### src/rtl/pipeline_hazard_ctrl.sv
// Pipeline hazard controller: load-use stall, branch flush and
// multi-cycle multiply/divide freeze for a classic 5-stage pipeline.
//
// state    | meaning
// ---------+-------------------------------------------------------------
// RUN      | normal issue; load-use stalls and branch flushes are decoded
// MDU_BUSY | mul/div still in EX; IF/ID/EX frozen, bubbles fed to MEM
module pipeline_hazard_ctrl #(
  parameter int MDU_CYCLES = 8,
  parameter int REG_ADDR_W = 5
) (
  input  logic                  clk,
  input  logic                  rst,
  input  logic [REG_ADDR_W-1:0] id_rs,
  input  logic [REG_ADDR_W-1:0] id_rt,
  input  logic                  id_uses_rt,
  input  logic                  ex_mem_read,
  input  logic [REG_ADDR_W-1:0] ex_rd,
  input  logic                  ex_branch_taken,
  input  logic                  ex_mdu_start,
  output logic                  stall_pc,
  output logic                  stall_if_id,
  output logic                  flush_if_id,
  output logic                  stall_id_ex,
  output logic                  flush_id_ex,
  output logic                  flush_ex_mem,
  output logic                  mdu_busy
);

  localparam int CNT_W = $clog2(MDU_CYCLES);
  // The start cycle is already the first MDU cycle, so the busy phase
  // covers counter values MDU_CYCLES-2 down to 0 inclusive.
  localparam logic [CNT_W-1:0] CNT_LOAD = CNT_W'(MDU_CYCLES - 2);

  typedef enum logic [1:0] {
    RUN      = 2'b00,
    MDU_BUSY = 2'b01
  } state_e;

  state_e           state_q, state_d;
  logic [CNT_W-1:0] mdu_cnt_q, mdu_cnt_d;
  logic             mdu_busy_q, mdu_busy_d;
  logic             lu;

  // Register 0 is hardwired, so a load targeting it never creates a hazard.
  assign lu = ex_mem_read && (ex_rd != '0) &&
              ((ex_rd == id_rs) || (id_uses_rt && (ex_rd == id_rt)));

  // State, counter and busy flag registers with synchronous reset.
  always_ff @(posedge clk) begin
    if (rst) begin
      state_q    <= RUN;
      mdu_cnt_q  <= '0;
      mdu_busy_q <= 1'b0;
    end else begin
      state_q    <= state_d;
      mdu_cnt_q  <= mdu_cnt_d;
      mdu_busy_q <= mdu_busy_d;
    end
  end

  // Next-state decode and combinational stall/flush outputs.
  always_comb begin
    state_d      = state_q;
    mdu_cnt_d    = mdu_cnt_q;
    stall_pc     = 1'b0;
    stall_if_id  = 1'b0;
    flush_if_id  = 1'b0;
    stall_id_ex  = 1'b0;
    flush_id_ex  = 1'b0;
    flush_ex_mem = 1'b0;

    case (state_q)
      RUN: begin
        if (ex_mdu_start) begin
          state_d   = MDU_BUSY;
          mdu_cnt_d = CNT_LOAD;
        end
        // A taken branch squashes the ID instruction anyway, so a
        // concurrent load-use stall would only waste a cycle.
        if (ex_branch_taken) begin
          flush_if_id = 1'b1;
          flush_id_ex = 1'b1;
        end else if (lu) begin
          stall_pc    = 1'b1;
          stall_if_id = 1'b1;
          flush_id_ex = 1'b1;
        end
      end
      MDU_BUSY: begin
        stall_pc     = 1'b1;
        stall_if_id  = 1'b1;
        stall_id_ex  = 1'b1;
        flush_ex_mem = 1'b1;
        if (mdu_cnt_q != '0) begin
          mdu_cnt_d = mdu_cnt_q - CNT_W'(1);
        end else begin
          state_d = RUN;
        end
      end
      default: begin
        state_d   = RUN;
        mdu_cnt_d = '0;
      end
    endcase

    if (rst) begin
      stall_pc     = 1'b0;
      stall_if_id  = 1'b0;
      flush_if_id  = 1'b0;
      stall_id_ex  = 1'b0;
      flush_id_ex  = 1'b0;
      flush_ex_mem = 1'b0;
    end
  end

  assign mdu_busy_d = (state_d == MDU_BUSY);
  assign mdu_busy   = mdu_busy_q;

endmodule

### config.mk
export PLATFORM = sky130hd
export DESIGN_NAME = pipeline_hazard_ctrl
export DESIGN_NICKNAME = d
export VERILOG_FILES = /design/src/rtl/pipeline_hazard_ctrl.sv
export SDC_FILE = /design/constraint.sdc
export NUM_CORES = 1
export LEC_CHECK = 0
export ABC_AREA = 1
export BUFFER_PORTS_ARGS = -buffer_cell sky130_fd_sc_hd__buf_2
export CORE_AREA = 8 8 45 47
export DETAILED_ROUTE_END_ITERATION = 16
export DIE_AREA = 0 0 53 55
export PLACE_DENSITY_LB_ADDON = 0.3
export SYNTH_ARGS = -nofsm -noshare
export SYNTH_HDL_FRONTEND = slang
export SYNTH_SLANG_ARGS = --single-unit
export TNS_END_PERCENT = 10
### constraint.sdc
create_clock -name clk -period 1.25 [get_ports clk]
set_input_delay 0.1875 -clock clk [delete_from_list [all_inputs] [get_ports clk]]
set_output_delay 0.1875 -clock clk [all_outputs]
set_load 0.02 [all_outputs]
-- Word level (Yosys, flattened, before mapping)
Cells that the tools add are included.
- memory bits (writable): 0
- word-level logic and storage cells: 36
- output and inout port bits: 7
- input port bits: 21
- memories: 0
- memory bits (read-only): 0
- latch bits: 0
- register bits: 6
- $lt $le $gt $ge: 0
- div/mod/pow operators: 0
- multiply operators: 0
- $add $sub $neg: 1
- shifts and indexed selects: 0
- bitwise operators: 0
- multiplexer cells: 18
- equality and inequality tests: 6
- reductions and logical operators: 8
- operators by type and width (cell ; count):
    2-to-1 mux 1 bit ; 11
    == test 5 bit ; 2
    2-to-1 mux 3 bit ; 2
    one-hot mux 3 bit (2 select lines) ; 1
    nonzero test 5 bit ; 1
    == test 2 x 1 -> 1 bit, second input constant ; 2
    2-to-1 mux 2 bit ; 2
    inequality test 2 bit, second input constant ; 2
    one-hot mux 2 bit (2 select lines) ; 1
    logical AND 1 bit ; 3
    nonzero test 3 bit ; 1
    subtractor 3 x 1 -> 3 bit, second input constant ; 1
    zero test 2 bit ; 1
    one-hot mux 1 bit (2 select lines) ; 1
    AND reduction 2 bit ; 1
    logical OR 1 bit ; 1

-- Logic depth before layout (Yosys ltp)
Gate-level depths: netlist (run 1).
- word-level depth: 8
- gate-level depth with buffers: 9
- depth with buffers taken out: 8

-- Worst setup path before layout (run 1)
OpenSTA, ideal clock, no wires.
- kind: input to output
- start point: input ex_rd[3]
- end point: output stall_pc
- setup slack: -309 ps
- path buffers: 1
- cell stages on the path: 9
- required time: 1062 ps
- arrival time: 1371 ps
- cells stage by stage: inv_1 > nand2_1 > nand2_1 > nor2_1 > nand3_1 > nand2_1 > nand2_1 > o21ai_0 > buf_4
- cells in the longest elaborated chain, start to end: 8
- elaborated cells on any way between the ends: 11
- those cells by class: eq/ne (2); mux (4); reduce/logical (5)
- RTL lines (what ; line ; text):
    start, declared ; 18 ; input logic [REG_ADDR_W-1:0] ex_rd,
    == test 5 bit ; 47 ; ((ex_rd == id_rs) || (id_uses_rt && (ex_rd == id_rt)));
    logical AND 1 bit ; 47 ;
    logical OR 1 bit ; 47 ;
    logical AND 1 bit * ; 46 ; assign lu = ex_mem_read && (ex_rd != '0) &&
    2-to-1 mux 1 bit * (2 in a row) ; n/a ;
    one-hot mux 1 bit (2 select lines) * ; n/a ;
    2-to-1 mux 1 bit * ; n/a ;
    end, declared ; 21 ; output logic stall_pc,
Mark *: on every way between the ends. The rest lies on a longest branch, timed or not.

-- Worst setup path in the final report (run 1)
- start point: register state_q[1]
- end point: output stall_if_id
- cells in the longest elaborated chain, start to end: 3
- elaborated cells on any way between the ends: 4
- those cells by class: eq/ne (1); mux (2); reduce/logical (1)
- RTL lines (what ; line ; text):
    start, declared ; 40 ; state_e state_q, state_d;
    start signal, assigned ; 56 ; state_q <= state_d;
    == test 2 x 1 -> 1 bit or zero test 2 bit (tied branches) ; 73 ; case (state_q)
    one-hot mux 1 bit (2 select lines) * ; 73 ;
    2-to-1 mux 1 bit * ; 107 ; if (rst) begin
    end, declared ; 22 ; output logic stall_if_id,
Marks and branches as above.

==> results of run 1 <==
[worst register-to-register path: stages, from the launching register on]
cell and delay, ps:
dfxtp_1 290, inv_1 110, ha_1 180, nand3_2 90
o21ai_4 120, nor2_2 60, o21ai_1 90, a21oi_2 60
[synthesized netlist by cell type (all sizes together)]
| cell type | count | area [µm²] |
|---|---|---|
| inv | 24 | 90.09 |
| ha | 2 | 25.02 |
| dfxtp | 6 | 120.1 |
| nand3 | 5 | 30.03 |
| o21ai | 5 | 36.28 |
| nand4 | 1 | 6.260 |
| a21oi | 4 | 23.77 |
| buf | 2 | 15.01 |
| nand2 | 36 | 137.6 |
| nor3 | 2 | 10.01 |
| conb | 1 | 3.750 |
| xnor2 | 1 | 8.760 |
| nor2 | 11 | 46.29 |
[kinds of logic after synthesis]
group                    share of synthesized area, %
flip-flops                                      21.72
AND/OR/NAND/NOR                                 41.63
adder cells (fa/ha/maj)                         4.524
other                                          0.6781
buffers and inverters                           19.00
AO/OA/AOI/OAI                                   10.86
XOR/XNOR                                        1.584
[power groups by stage]
stage / logic (mW) / registers, mW / clock network, mW
after detailed placement: 0.176 / 0.217 / 0
after floorplan: 0.110 / 0.218 / 0
after global placement: 0.171 / 0.217 / 0
final: 0.226 / 0.215 / 0.165
after global routing: 0.253 / 0.216 / 0.195
after CTS: 0.199 / 0.215 / 0.176
[per-layer routing]
metal  global-route usage, %  up-vias  share of wire [%]
li1                        -      355                  -
met1                   8.649      312                 34
met2                   22.46       16                 61
met3                   4.813        0                5.0
met4                   3.879        0                  0
met5                       0        -                  0
[timing repair]
action	4_1_cts	5_1_grt
gates resized for setup	20	25
setup buffers	1	0
pin swaps	10	18
endpoints found under the setup margin	5	6
[worst max path at each step]
stage               slack [ps]  depth (start not counted)     endpoint
global placement           -10                         10     stall_pc
CTS                         -9                         10  stall_if_id
floorplan                   30                          9     stall_pc
detailed placement         -40                         10  stall_if_id
finish                     -20                          4  stall_if_id
global route               -90                         10  flush_id_ex
[sequential cells by signal, indices dropped and copies added, names as in the netlist]
register	count
mdu_cnt_q	3
state_q	2
mdu_busy	1
[through the flow]
step / instances / TNS (ps) / cell area [µm²] / setup slack [ps] / hold WS (ps)
6_report: 145 / -31.70 / 874.6 / -15.44 / 174.1
5_1_grt: 145 / -436.7 / 874.6 / -90.62 / 163.9
4_1_cts: 145 / -17.56 / 790.8 / -9.496 / 161.8
3_5_place_dp: 141 / -92.87 / 696.9 / -35.81 / 415.6
2_1_floorplan: 100 / 0 / 556.8 / 25.44 / 249.9
3_3_place_gp: 141 / -37.29 / 696.9 / -12.87 / 412.5
[cell type report]
| class | count | area [µm²] |
|---|---|---|
| fillers | 143 | 509.2 |
| multi-input cells | 68 | 370.4 |
| repair buffers | 28 | 239.0 |
| flip-flops and latches | 6 | 125.1 |
| inverters | 24 | 97.59 |
| clock buffers | 3 | 22.52 |
| well taps | 16 | 20.02 |
==> results_dict.tcl, run 1 <==
set metrics [dict create \
    p_sw_mw 0.1861 \
    hold_end "mdu_cnt_q[2]$_SDFFE_PP0P_" \
    io_buffers 27 \
    cts_root_buf "clkbuf_4" \
    cp_top_family "flip-flops" \
    dp_hpwl_um 1130 \
    powerDensity_nw_per_um2 693.6 \
    crit_start "state_q[1]$_SDFF_PP0_" \
    area_delta_synth_final_pct 58.14 \
    grt_pass1_wl_um 2421 \
    r2r_end "mdu_cnt_q[2]$_SDFFE_PP0P_" \
    cts.reportedPaths.clkPinSlew_ps 40 \
    clockBufferDepth 2 \
    rows 14 \
    violations "setup timing" \
    fin_ws_ps -15.44 \
    ys_seq_area_share_pct 21.72 \
    syn-num-nets 123 \
    rsz0062_at_grt "true" \
    crit_path_top_delay_cell "dfxtp_4" \
    critical_path_required_ps 1060 \
    clk_latency_ps 230 \
    max-cap-violations 0 \
    globalplace.congestion 0.8084 \
    p_int_mw 0.4205 \
    syn-cell-area_um2 553.0 \
    cts_buffers 3 \
    antenna_found_initial 0 \
    fin_crit_sh_pct 101.2 \
    io_pins 28 \
    p_leak_nw 0.4922 \
    final_common_cell "nand2_1" \
    p_sw_share_pct 30.67 \
    end_kind "output port" \
    fin_util_pct 63.20 \
    drtIter0Drc 4 \
    nets 154 \
    clock_sinks 6 \
    ys_types 20 \
    start_kind "register" \
    grt_util_all_layers_pct 10.87 \
    power.total_mw 0.6066 \
    wl_per_cell_um 10.74 \
    skew_ps 3.223 \
    min_from "rst" \
    initial_core_util_pct 39.96 \
    critPathKind "reg2out" \
    cts_hold_buf 0 \
    critPathArrivalTime_ps 1080 \
    drc_errors 0 \
    drive_above_1_share_pct 44.19 \
    antenna_cells 0 \
    r2r_setup_slack_ps 140 \
    cp_cell_sequence "inv_4 -> nand3_2 -> o21ai_4 -> buf_6" \
    worstHoldPathType "in2reg" \
    ys_ff_latch 6 \
    setup_violations 3 \
    yosys_warnings 0 \
    cts_htree_levels 1 \
    fmax_mhz 790.2 \
    irDropWorstVdd_mv 0.3516 \
    routed_via_density 4.710 \
    power_frac_seq_pct 35.4 \
    antenna_left 0 \
    status "finished, violations left" \
    num_vias 683 \
    path_buf_inv 2 \
    final_cell_mix "nand2_1 (28), inv_1 (16), buf_2 (11)" \
    critPathMaxFanout 5 \
    grt_max_degree 8 \
    syn_inst 100 \
    syn_area_per_cell_um2 5.530 \
    reg2reg_from "mdu_cnt_q[0]$_SDFFE_PP0P_" \
    reg2reg_depth 7 \
    first_pass_iters 3 \
    clock_power_share_pct 27.3 \
    fp.dieArea_um2 2915 \
    core_um2 1384 \
    finalHoldViolations 0 \
    die_w_um 53 \
    grt_pass1_vias 653 \
    cpPeakStageDelay_ps 370 \
    globalRouteOverflowTotal 0 \
    cts_tree "done" \
    die_y_um 55 \
    combPwrFrac_pct 37.3 \
    min_path_cells 2 \
    final.min_clock_period_ps 1265 \
    routed_wl_um 1558 \
    report.final.slew_viol_count 0 \
]
(Power assumes the default switching activity.)
==> run 2, diff against run 1 <==
- SKIP_LAST_GASP: not set -> 1
==> run 2 against run 1 <==
  * The flow still finishes with violations (setup timing)
  * Die area unchanged
  * Worst hold slack better by 0.53 ps
  * Power down 0.13%
  * Critical path depth unchanged
  * Final cell count unchanged
  * First-iteration DRC count unchanged
  * Sequential share of layout area down 0.16 points
  * Combinational power about the same
  * Clock skew about the same
  * Clock-buffer cell count unchanged
  * Worst setup slack worse by 12 ps
  * Clock power about the same
==> results_dict.tcl, run 2 (synthesis gave the netlist of run 1 again) <==
set metrics [dict create \
    status "finished, violations left" \
    violations "setup timing" \
    grt_pass1_wl_um 2421 \
    num_vias 684 \
    initial_core_util_pct 39.96 \
    nets 154 \
    dp_hpwl_um 1130 \
    r2r_setup_slack_ps 150 \
    largest-register "mdu_cnt_q" \
    fmax_mhz 783.0 \
    routed_wl_um 1554 \
    globalRouteOverflowTotal 0 \
    design_area_um2 867.1 \
    min_from "rst" \
    cts_htree_levels 1 \
    reg2reg_from "mdu_cnt_q[0]$_SDFFE_PP0P_" \
    power.total_mw 0.6058 \
    critPathKind "reg2out" \
    fp.dieArea_um2 2915 \
    first_pass_iters 4 \
    cts_tree "done" \
    start_kind "register" \
    r2r_end "mdu_cnt_q[2]$_SDFFE_PP0P_" \
    critical_path_required_ps 1060 \
    skew_ps 3.141 \
    report.final.slew_viol_count 0 \
    clk_latency_ps 230 \
    fin_crit_sh_pct 102.2 \
    final_cell_mix "nand2_1 (28), inv_1 (16), buf_2 (12)" \
    die_y_um 55 \
    powerDensity_nw_per_um2 698.7 \
    worstHoldPathType "in2reg" \
    io_buffers 27 \
    clock_sinks 6 \
    globalplace.congestion 0.8084 \
    postPlaceCellArea_um2 696.9 \
    antenna_found_initial 0 \
    drc_errors 0 \
    setup_violations 4 \
    routed_via_density 4.717 \
    cts_root_buf "clkbuf_4" \
    drtIter0Drc 4 \
    reg2reg_depth 7 \
    rsz0062_at_grt "true" \
    fin_ws_ps -27.10 \
    largest_reg_flops 3 \
    wl_per_cell_um 10.72 \
    critPathArrivalTime_ps 1090 \
    cts_hold_buf 0 \
    antenna_left 0 \
    timing.hold.ws_ps 174.7 \
    instances_no_fill 145 \
    min_path_cells 2 \
    max-cap-violations 0 \
    dpl_worst_slack_ps -35.81 \
    clockBufferDepth 2 \
    io_pins 28 \
    grt_pass1_vias 653 \
    rows 14 \
    hold_end "mdu_cnt_q[2]$_SDFFE_PP0P_" \
    irDropWorstVdd_mv 0.3519 \
    cts.reportedPaths.clkPinSlew_ps 40 \
    final_common_cell "nand2_1" \
    antenna_cells 0 \
    core_um2 1384 \
    end_kind "output port" \
    final.min_clock_period_ps 1277 \
    cts_buffers 3 \
    placed_cells 141 \
    drive_above_1_share_pct 44.19 \
    p_leak_nw 0.4916 \
    grt_max_degree 8 \
    die_w_um 53 \
    finalHoldViolations 0 \
    critPathMaxFanout 5 \
    area_delta_synth_final_pct 56.79 \
    grt_util_all_layers_pct 10.87 \
]
## run 2: cell count changes in the layout (fill, tap and decap cells not counted)
cell / before / now
dfxtp_2: 1 / 2
inv_2: 5 / 6
dfxtp_4: 1 / 0
inv_4: 3 / 2
buf_4: 5 / 4
buf_2: 11 / 12
## run 2: how the worst max path moves through the flow
stage                     startpoint           to  slack [ps]
6_report       state_q[1]$_SDFF_PP0_  stall_if_id         -30
5_1_grt        state_q[1]$_SDFF_PP0_  stall_if_id        -100
4_1_cts                     ex_rd[2]  stall_if_id          -9
3_5_place_dp                ex_rd[4]  stall_if_id         -40
3_3_place_gp                ex_rd[4]     stall_pc         -10
2_1_floorplan               ex_rd[3]     stall_pc          30
## run 2: final cells by class
cell class | count | area (µm²)
fill | 145 | 516.7
multi-input combinational | 68 | 370.4
timing repair buffer | 28 | 236.5
sequential | 6 | 122.6
inverter | 24 | 95.09
clock buffer | 3 | 22.52
tap | 16 | 20.02
## run 2: per-stage QoR
step	utilization, %	TNS [ps]
after floorplan	-	0
after global placement	50.36	-37.29
after detailed placement	50.36	-92.87
after CTS	57.14	-17.56
after global routing	62.66	-505.8
final	62.66	-70.36
## run 2: routing by layer
| layer | global-route usage [%] | wire length (µm) | vias to the layer above |
|---|---|---|---|
| met5 | 0 | 0 | - |
| met3 | 4.813 | 78 | 0 |
| met1 | 8.649 | 522 | 313 |
| met2 | 22.46 | 953 | 16 |
| met4 | 3.879 | 0 | 0 |
| li1 | - | - | 355 |
## run 2: power breakdown
part | internal, mW | switching (mW)
sequential | 0.206 | 0.00906
clock | 0.108 | 0.0576
combinational | 0.107 | 0.118
## run 2: repair_timing
action | in CTS | in global routing
buffers inserted | 1 | 0
setup endpoints to repair | 5 | 6
resized for setup | 20 | 22
pin swaps | 10 | 18
## run 2: critical path: stages, from the launching register on
cell and delay [ps]:
dfxtp_2 350, inv_2 90, nand3_2 90, o21ai_4 190, buf_6 140
